$ cat src/rtl/adc_din_sequencer.sv
// adc_din_sequencer: round-robin serial ADC command/capture sequencer.
// Each frame sends a WORD_W-bit command (the channel address at ADDR_LSB)
// on Din, MSB first. It captures WORD_W bits of dout on the rising edges of
// sclk, then reports the captured word with data/data_ch/data_valid.
// Optional feature: define ADC_DIN_AUTOSCAN_EN so that, after the first
// start, frames chain back to back through the enabled channels.

module adc_din_sequencer #(
   parameter int unsigned CH_W     = 3,
   parameter int unsigned WORD_W   = 16,
   parameter int unsigned ADDR_LSB = 11,
   parameter int unsigned HALF     = 2,
   parameter int unsigned GAP_CYC  = 3
) (
   input  logic                 clk_25M,
   input  logic                 rst,
   input  logic                 start,
   input  logic [2**CH_W-1:0]   ch_mask,
   input  logic                 dout,
   output logic                 sclk,
   output logic                 cs_n,
   output logic                 Din,
   output logic                 busy,
   output logic                 data_valid,
   output logic [WORD_W-1:0]    data,
   output logic [CH_W-1:0]      data_ch
);

   localparam int unsigned N_CH    = 2**CH_W;
   localparam int unsigned CNT_MAX = (HALF > GAP_CYC) ? HALF : GAP_CYC;
   localparam int unsigned CNT_W   = $clog2(CNT_MAX + 1);
   localparam int unsigned BIT_W   = $clog2(WORD_W + 1);

   typedef enum logic [1:0] {IDLE, SETUP, SHIFT, GAP} state_t;

   state_t              state;
   logic [CNT_W-1:0]    cnt;
   logic [BIT_W-1:0]    bit_idx;
   logic                phase_hi;
   logic [WORD_W-1:0]   tx;
   logic [WORD_W-1:0]   cap;
   logic [CH_W-1:0]     cur_ch;
   logic                have_last;

   logic [CH_W-1:0]     base;
   logic                sel_found;
   logic [CH_W-1:0]     sel_ch;
   logic                half_end;
   logic                gap_end;
   logic                last_bit;
   logic                launch;

   // First enabled channel at or after base, wrapping around the channel space
   function automatic logic [CH_W:0] pick_next(input logic [N_CH-1:0] mask,
                                               input logic [CH_W-1:0] from);
      logic            found;
      logic [CH_W-1:0] idx;
      logic [CH_W-1:0] res;
      found = 1'b0;
      res   = '0;
      for (int k = 0; k < int'(N_CH); k++) begin
         idx = from + CH_W'(k);
         if (!found && mask[idx]) begin
            found = 1'b1;
            res   = idx;
         end
      end
      return {found, res};
   endfunction

   // Command word: zero except for the channel address field
   function automatic logic [WORD_W-1:0] build_word(input logic [CH_W-1:0] ch);
      logic [WORD_W-1:0] w;
      w = '0;
      w[ADDR_LSB +: CH_W] = ch;
      return w;
   endfunction

   // Search starts just past the last served channel, or at 0 after reset
   assign base = have_last ? cur_ch + 1'b1 : '0;
   assign {sel_found, sel_ch} = pick_next(ch_mask, base);

   assign half_end = (cnt == CNT_W'(HALF - 1));
   assign gap_end  = (cnt == CNT_W'(GAP_CYC - 1));
   assign last_bit = (bit_idx == BIT_W'(WORD_W - 1));

   // Frame launch: from IDLE on start, or straight out of GAP when autoscanning
`ifdef ADC_DIN_AUTOSCAN_EN
   assign launch = sel_found && (((state == IDLE) && start) || ((state == GAP) && gap_end));
`else
   assign launch = sel_found && (state == IDLE) && start;
`endif

   // The command shift register's MSB drives Din directly
   assign Din = tx[WORD_W-1];

   // Sequencer FSM with registered serial and result outputs
   always_ff @(posedge clk_25M) begin
      if (rst) begin
         state      <= IDLE;
         cnt        <= '0;
         bit_idx    <= '0;
         phase_hi   <= 1'b0;
         tx         <= '0;
         cap        <= '0;
         cur_ch     <= '0;
         have_last  <= 1'b0;
         sclk       <= 1'b1;
         cs_n       <= 1'b1;
         busy       <= 1'b0;
         data_valid <= 1'b0;
         data       <= '0;
         data_ch    <= '0;
      end else begin
         data_valid <= 1'b0;
         if (launch) begin
            state     <= SETUP;
            cnt       <= '0;
            cur_ch    <= sel_ch;
            have_last <= 1'b1;
            tx        <= build_word(sel_ch);
            cs_n      <= 1'b0;
            sclk      <= 1'b1;
            busy      <= 1'b1;
         end else begin
            case (state)
               IDLE: begin
               end
               SETUP: begin
                  if (half_end) begin
                     state    <= SHIFT;
                     cnt      <= '0;
                     bit_idx  <= '0;
                     phase_hi <= 1'b0;
                     sclk     <= 1'b0;
                  end else begin
                     cnt <= cnt + 1'b1;
                  end
               end
               SHIFT: begin
                  if (!half_end) begin
                     cnt <= cnt + 1'b1;
                  end else begin
                     cnt <= '0;
                     if (!phase_hi) begin
                        // sclk rises: capture the converter's bit
                        phase_hi <= 1'b1;
                        sclk     <= 1'b1;
                        cap      <= {cap[WORD_W-2:0], dout};
                     end else if (last_bit) begin
                        state      <= GAP;
                        cs_n       <= 1'b1;
                        tx         <= '0;
                        data_valid <= 1'b1;
                        data       <= cap;
                        data_ch    <= cur_ch;
                     end else begin
                        // sclk falls: present the next command bit
                        bit_idx  <= bit_idx + 1'b1;
                        phase_hi <= 1'b0;
                        sclk     <= 1'b0;
                        tx       <= {tx[WORD_W-2:0], 1'b0};
                     end
                  end
               end
               GAP: begin
                  if (gap_end) begin
                     state <= IDLE;
                     busy  <= 1'b0;
                  end else begin
                     cnt <= cnt + 1'b1;
                  end
               end
               default: state <= IDLE;
            endcase
         end
      end
   end

endmodule

$ cat config.mk
export PLATFORM = sky130hd
export DESIGN_NAME = adc_din_sequencer
export DESIGN_NICKNAME = d
export VERILOG_FILES = /design/src/rtl/adc_din_sequencer.sv
export SDC_FILE = /design/constraint.sdc
export NUM_CORES = 1
export LEC_CHECK = 0
export ABC_CLOCK_PERIOD_IN_PS = 10300
export BUFFER_PORTS_ARGS = -buffer_cell sky130_fd_sc_hd__buf_2
export CAP_MARGIN = 20
export CORE_MARGIN = 8
export CORE_UTILIZATION = 45
export CTS_BUF_LIST = sky130_fd_sc_hd__clkbuf_4
export DETAILED_ROUTE_END_ITERATION = 8
export GPL_TIMING_DRIVEN = 1
export HOLD_SLACK_MARGIN = 0.06
export PLACE_DENSITY = 0.75
export SYNTH_ARGS = -nofsm -noshare
export SYNTH_HDL_FRONTEND = slang
export SYNTH_SLANG_ARGS = --single-unit
export TNS_END_PERCENT = 10
$ cat constraint.sdc
create_clock -name clk_25M -period 10.3 [get_ports clk_25M]
set_input_delay 1.545 -clock clk_25M [delete_from_list [all_inputs] [get_ports clk_25M]]
set_output_delay 1.545 -clock clk_25M [all_outputs]
set_load 0.005 [all_outputs]
# Word-level counts from Yosys, hierarchy flattened
# Cells that the tools add are included.
# W data, S select, Z words.
# classes
muxes,70
n_bitwise,4
magnitude_cmp,8
addsub,10
n_reduce_logical,42
n_eq_ne,19
# op_table
cell,count
$mux W14,4
$lt A3 B4 Y1 const B,8
$mux W1,32
$mux W3,9
$bmux W1 S3,8
$mux W5,4
$ne A3 B3 Y1 const B,6
$reduce_and A6 Y1,3
$mux W16,1
$reduce_and A4 Y1,4
$reduce_bool A2 Y1,8
$mux W2,7
$ne A2 B2 Y1 const B,7
$add A3 B3 Y3 const B,4
$pmux W5 S2,1
$logic_and A1 B1 Y1,9
$logic_not A1 Y1,7
$add A3 B1 Y3 const B,2
$add A3 B2 Y3 const B,2
$eq A2 B2 Y1 const B,3
$pmux W2 S3,1
$reduce_and A3 Y1,2
$add A5 B1 Y5 const B,1
$eq A5 B4 Y1 const B,1
12 further kinds,19
# totals
regBits,69

# Logic depth before layout (Yosys ltp)
# depth
word_depth,30
ltp_mapped,18
ltp_nobuf,12

# Worst setup path before layout
# OpenSTA, ideal clock, no wires.
# synth_path
path_type,reg-to-reg
startpoint,register cur_ch[0]
endpoint,register cap[0]
arrival_time_ns,3.824
synth_period_minus_slack_ns,3.951
path_slack_ns,6.349
path_stages_with_launch,18
cell_sequence,dfxtp_1 -> ha_1 -> clkbuf_1 -> nand2_1 -> clkbuf_1 -> ha_1 -> clkbuf_1 -> mux2i_1 -> mux2_1 -> a21oi_1 -> a41oi_1 -> and3_1 -> a41oi_4 -> nor4b_2 -> buf_4 -> buf_12 -> mux2i_1 -> nor2_1
# synth_via
elab_chain_len,30
elab_cells_between_ends,51
# synth_lines
element,line,text
from (decl),42,logic [CH_W-1:0] cur_ch;
from (signal assigned),119,cur_ch <= sel_ch;
$add A3 B1 Y3 *,80,assign base = have_last ? cur_ch + 1'b1 : '0;
$mux W3 *,80,
branches (longest 23 deep; another with $add A3 B1 Y3),-,
$mux W1 *,63,if (!found && mask[idx]) begin
$logic_and A1 B1 Y1 * (2 in a row),91,assign launch = sel_found && (state == IDLE) && start;
$not A1 Y1 (no source line) *,-,
$reduce_and A4 Y1 (no source line) *,-,
to (signal assigned),149,"cap <= {cap[WORD_W-2:0], dout};"
to (decl),41,logic [WORD_W-1:0] cap;
# Every way passes the cells marked *. The select of a mux whose other input is x is not followed.
# A chain may end at the register's enable or synchronous reset.

# Worst setup path in the final report
# layout_path
startpoint,register cur_ch[0]
endpoint,register cap[3]
# The elaborated chain is that of the path after synthesis.

==> key figures <==
Placed design
  • DP Cell Count: slightly above 500
  • Post-detail-place hpwl: 5.694 mm
  • PortBufs: 35
  • Placer Congestion: around 1

Min path
  • Hold Path Class: register to register
  • Hold path cells: 2

Floorplanning
  • Core Rows: 31
  • Core area: between 0.007 and 0.008 sq mm
  • Die Ht: ~100 um
  • Die area: 0.01042 sq mm
  • Ports: 36
  • Die X: roughly 100 um
  • Starting Density: approximately 46%

Logic synthesis
  • Cells after Synth: 399
  • Net Count, Synth: between 400 and 500
  • Yosys top cell area share: roughly a third
  • Largest family of logic cells by synthesized area: simple AND/OR/NAND/NOR gates
  • Synth Area in Compound Gates: around 16%
  • Mux contribution to synthesized area: 17.08%
  • Syn. warnings: 0
  • Sequential fraction of the synthesis area: roughly a third
  • Primary FF master, synth: dfxtp_1
  • Synthesized area: about 0.0033 sq mm
  • Asr flop ratio synth: 0%
  • Synth Area in Simple Gates: around 22%
  • Yosys top cell by area: dfxtp_1
  • Area share of fa/ha/maj cells after synthesis: 3.378%
  • Post-synth cell types: 57
  • Mapped Avg Cell Area: about 8.4 sq um
  • Area contributors post-synth: dfxtp_1 (35%), mux2i_1 (13%), nand2_1 (7.4%)
  • Post-synth EDFFs: 0
  • Post-Synth XOR/XNOR Area: 2.290%
  • #FFs+latches synth: 58

Timing
  • Worst Tran Pin Value: 0.8310 ns
  • Final setup TNS: 0 ns
  • Hold Fails Final Rpt: 0
  • Final Setup Violations: 0
  • Max-slew violation count: 0
  • Relative slew margins: between 40 and 50%
  • Max Freq: about 0.22 GHz
  • Tmin final: roughly 4.6 ns
  • Clk_skew: approximately 0.016 ns
  • Unrepaired setup endpoints after global routing: no
  • Fin crit share: ~45%

Clock tree
  • TritonCTS Buffers: 9
  • # resized after CTS: 0
  • CTS sink cnt: 58
  • CTS root buf: clkbuf_4
  • Clk pin slew, worst setup/hold paths: 0.10 ns
  • Clock tree from TritonCTS: done
  • Post-CTS Setup Bufs: 0
  • CTS Hold Buffers Added: 0
  • Clock buffer depth: 2
  • H-tree levels: 3
  • Clock latency on the worst-skew pair: approximately 0.40 ns

Pwr
  • Lkg Pwr: 1.515 nW
  • PwrDens: roughly 190 mW/mm^2
  • VDD IR max: around 180 uV

Critical path
  • Worst setup SP type: register
  • Crit. End Element: register
  • Reg2reg setup slack: roughly 5.7 ns
  • RR Startpoint: cur_ch[0]
  • FF-to-FF End: cap[3]
  • WP data required: between 10 and 15 ns
  • Worst Path Max Fanout: 15
  • Reg2Reg Depth: 13
  • CP arrival: 4.87 ns
  • WS Path Type: register to register
  • Worst setup path startpoint: cur_ch[0]
  • Worst setup path end: cap[3]

Routing
  • Vias: 2898
  • DR WL/cell: around 15 um
  • First-iteration detailed-routing DRC count: about 190
  • Drt via density: 5.489
  • Post-DRT Antenna Nets: 0
  • Routed WL: ~7.8 mm
  • DRC: 0
  • Drt pass-1 iters: 5

Final layout
  • Fill cells: about 700
  • Final non-filler cell total: approximately 530
  • Area grow syn2layout: 10.55%
  • Nets: 445
  • # diodes: 0
  • Layout cells sized above 1: between 10% and 20%

Job
  • Max-cap violations: 0

Global route
  • First-pass GRT wire length: 13.05 mm
  • Total congestion overflow: 0
  • GRT Overall Usage: 15.64%
  • Pin count of the biggest net entering global routing: 49
  • Antenna violations before repair: 0
  • Vias in the first global route: approximately 2800

Outcome
  • Status: finished clean
stage by stage:
step	hold slack, ns	util (%)	power (mW)	setup slack, ns	instance area [sq um]
final	0.4555	51.08	0.7002	5.682	3685
after floorplan	0.4312	-	0.4696	6.349	3333
after global routing	0.4741	51.08	0.7443	5.347	3685
after global placement	0.4424	48.70	0.5148	5.567	3513
after detailed placement	0.4448	48.91	0.5187	5.735	3528
after CTS	0.4593	51.08	0.7015	5.703	3685
worst max-delay path, stage by stage (launching register included):
cell	delay, ns
dfxtp_1	0.42
ha_1	0.46
nand2_1	0.36
ha_1	0.62
mux2i_1	0.26
mux2_1	0.18
a21oi_1	0.05
a41oi_1	0.34
and3_1	0.33
a41oi_4	0.30
nor4b_4	0.66
buf_8	0.23
mux2i_1	0.20
nor2_1	0.05
placed cells by master (no fill, tap or decap), types with 3 or more instances in the layout:
| cell type | Yosys | routed |
|---|---|---|
| dfxtp_1 | 58 | 58 |
| clkbuf_4 | 0 | 10 |
| nand3_1 | 14 | 14 |
| a211oi_1 | 3 | 3 |
| inv_1 | 9 | 9 |
| nor2b_1 | 3 | 3 |
| a221oi_1 | 3 | 3 |
| mux2_2 | 4 | 4 |
| nand2_1 | 66 | 66 |
| a21oi_1 | 39 | 39 |
| and3_1 | 5 | 5 |
| xnor2_1 | 3 | 3 |
| nor3b_1 | 5 | 5 |
| o21bai_1 | 3 | 3 |
| ha_1 | 9 | 9 |
| a21o_1 | 4 | 4 |
| nor2_1 | 47 | 47 |
| xor2_1 | 3 | 3 |
| mux2i_1 | 42 | 42 |
| o21ai_0 | 11 | 11 |
| buf_2 | 2 | 35 |
| nand2b_1 | 3 | 3 |
| mux2_4 | 3 | 3 |
report_power, final:
part / internal [mW] / switching, mW / total [mW]
Clock: 0.0997 / 0.0806 / 0.180
Combinational: 0.105 / 0.160 / 0.265
Sequential: 0.237 / 0.0178 / 0.255
Total: 0.442 / 0.259 / 0.700
kinds of logic after synthesis:
kind of cell,count (synthesis)
buffers and inverters,32
muxes,53
and+or+nand+nor,157
DFF,58
AOI/OAI and AO/OA,83
xor gates and xnor gates,7
adders and majority gates,9
state kept, by name, summed over array words and instances (netlist names):
register    count
cnt             2
data           16
tx              5
busy            1
sclk            1
cur_ch          3
bit_idx         5
data_ch         3
have_last       1
cap            16
data_valid      1
state           2
cs_n            1
phase_hi        1
synthesized netlist by cell type (all sizes together) (2+ instances only):
| cell type | instances |
|---|---|
| nand2 | 67 |
| dfxtp | 58 |
| nor2 | 48 |
| mux2i | 43 |
| a21oi | 40 |
| clkbuf | 14 |
| nand3 | 14 |
| o21ai | 11 |
| inv | 10 |
| ha | 9 |
| mux2 | 9 |
| buf | 8 |
| nor3b | 6 |
| and3 | 5 |
| a21o | 4 |
| nor2b | 4 |
| a211oi | 3 |
| a221oi | 3 |
| nand2b | 3 |
| o21bai | 3 |
| or2 | 3 |
| xnor2 | 3 |
| xor2 | 3 |
| a22oi | 2 |
| a31oi | 2 |
| a41oi | 2 |
| nand3b | 2 |
| nor3 | 2 |
| o211ai | 2 |
| o21a | 2 |
| o31ai | 2 |
metal layers:
metal	part of all wire, %	vias up	wire, um	GRT usage, %
met1	43	1358	3386	18.60
li1	-	1444	-	-
met3	6.3	13	489	4.768
met5	0	-	0	0
met4	1.4	0	111	5.869
met2	49	83	3825	25.79
worst min path at each step:
stage,startpoint,end,slack [ns]
final,data[11],data[11],0.46
after global routing,data[11],data[11],0.47
after CTS,data[11],data[11],0.46
after detailed placement,data[0],data[0],0.44
after global placement,data[15],data[15],0.44
after floorplan,cap[15],data[15],0.43
cell type report:
| class | instances | area (sq um) | area share (%) |
|---|---|---|---|
| Clock buffer | 10 | 75.07 | 2.037 |
| Sequential cell | 58 | 1161 | 31.51 |
| Clock inverter | 6 | 81.33 | 2.207 |
| Tap cell | 99 | 123.9 | 3.362 |
| Multi-Input combinational cell | 309 | 2013 | 54.64 |
| Inverter | 10 | 40.04 | 1.087 |
| Timing Repair Buffer | 36 | 190.2 | 5.161 |
No activity file was read; power rests on OpenSTA's default activity.
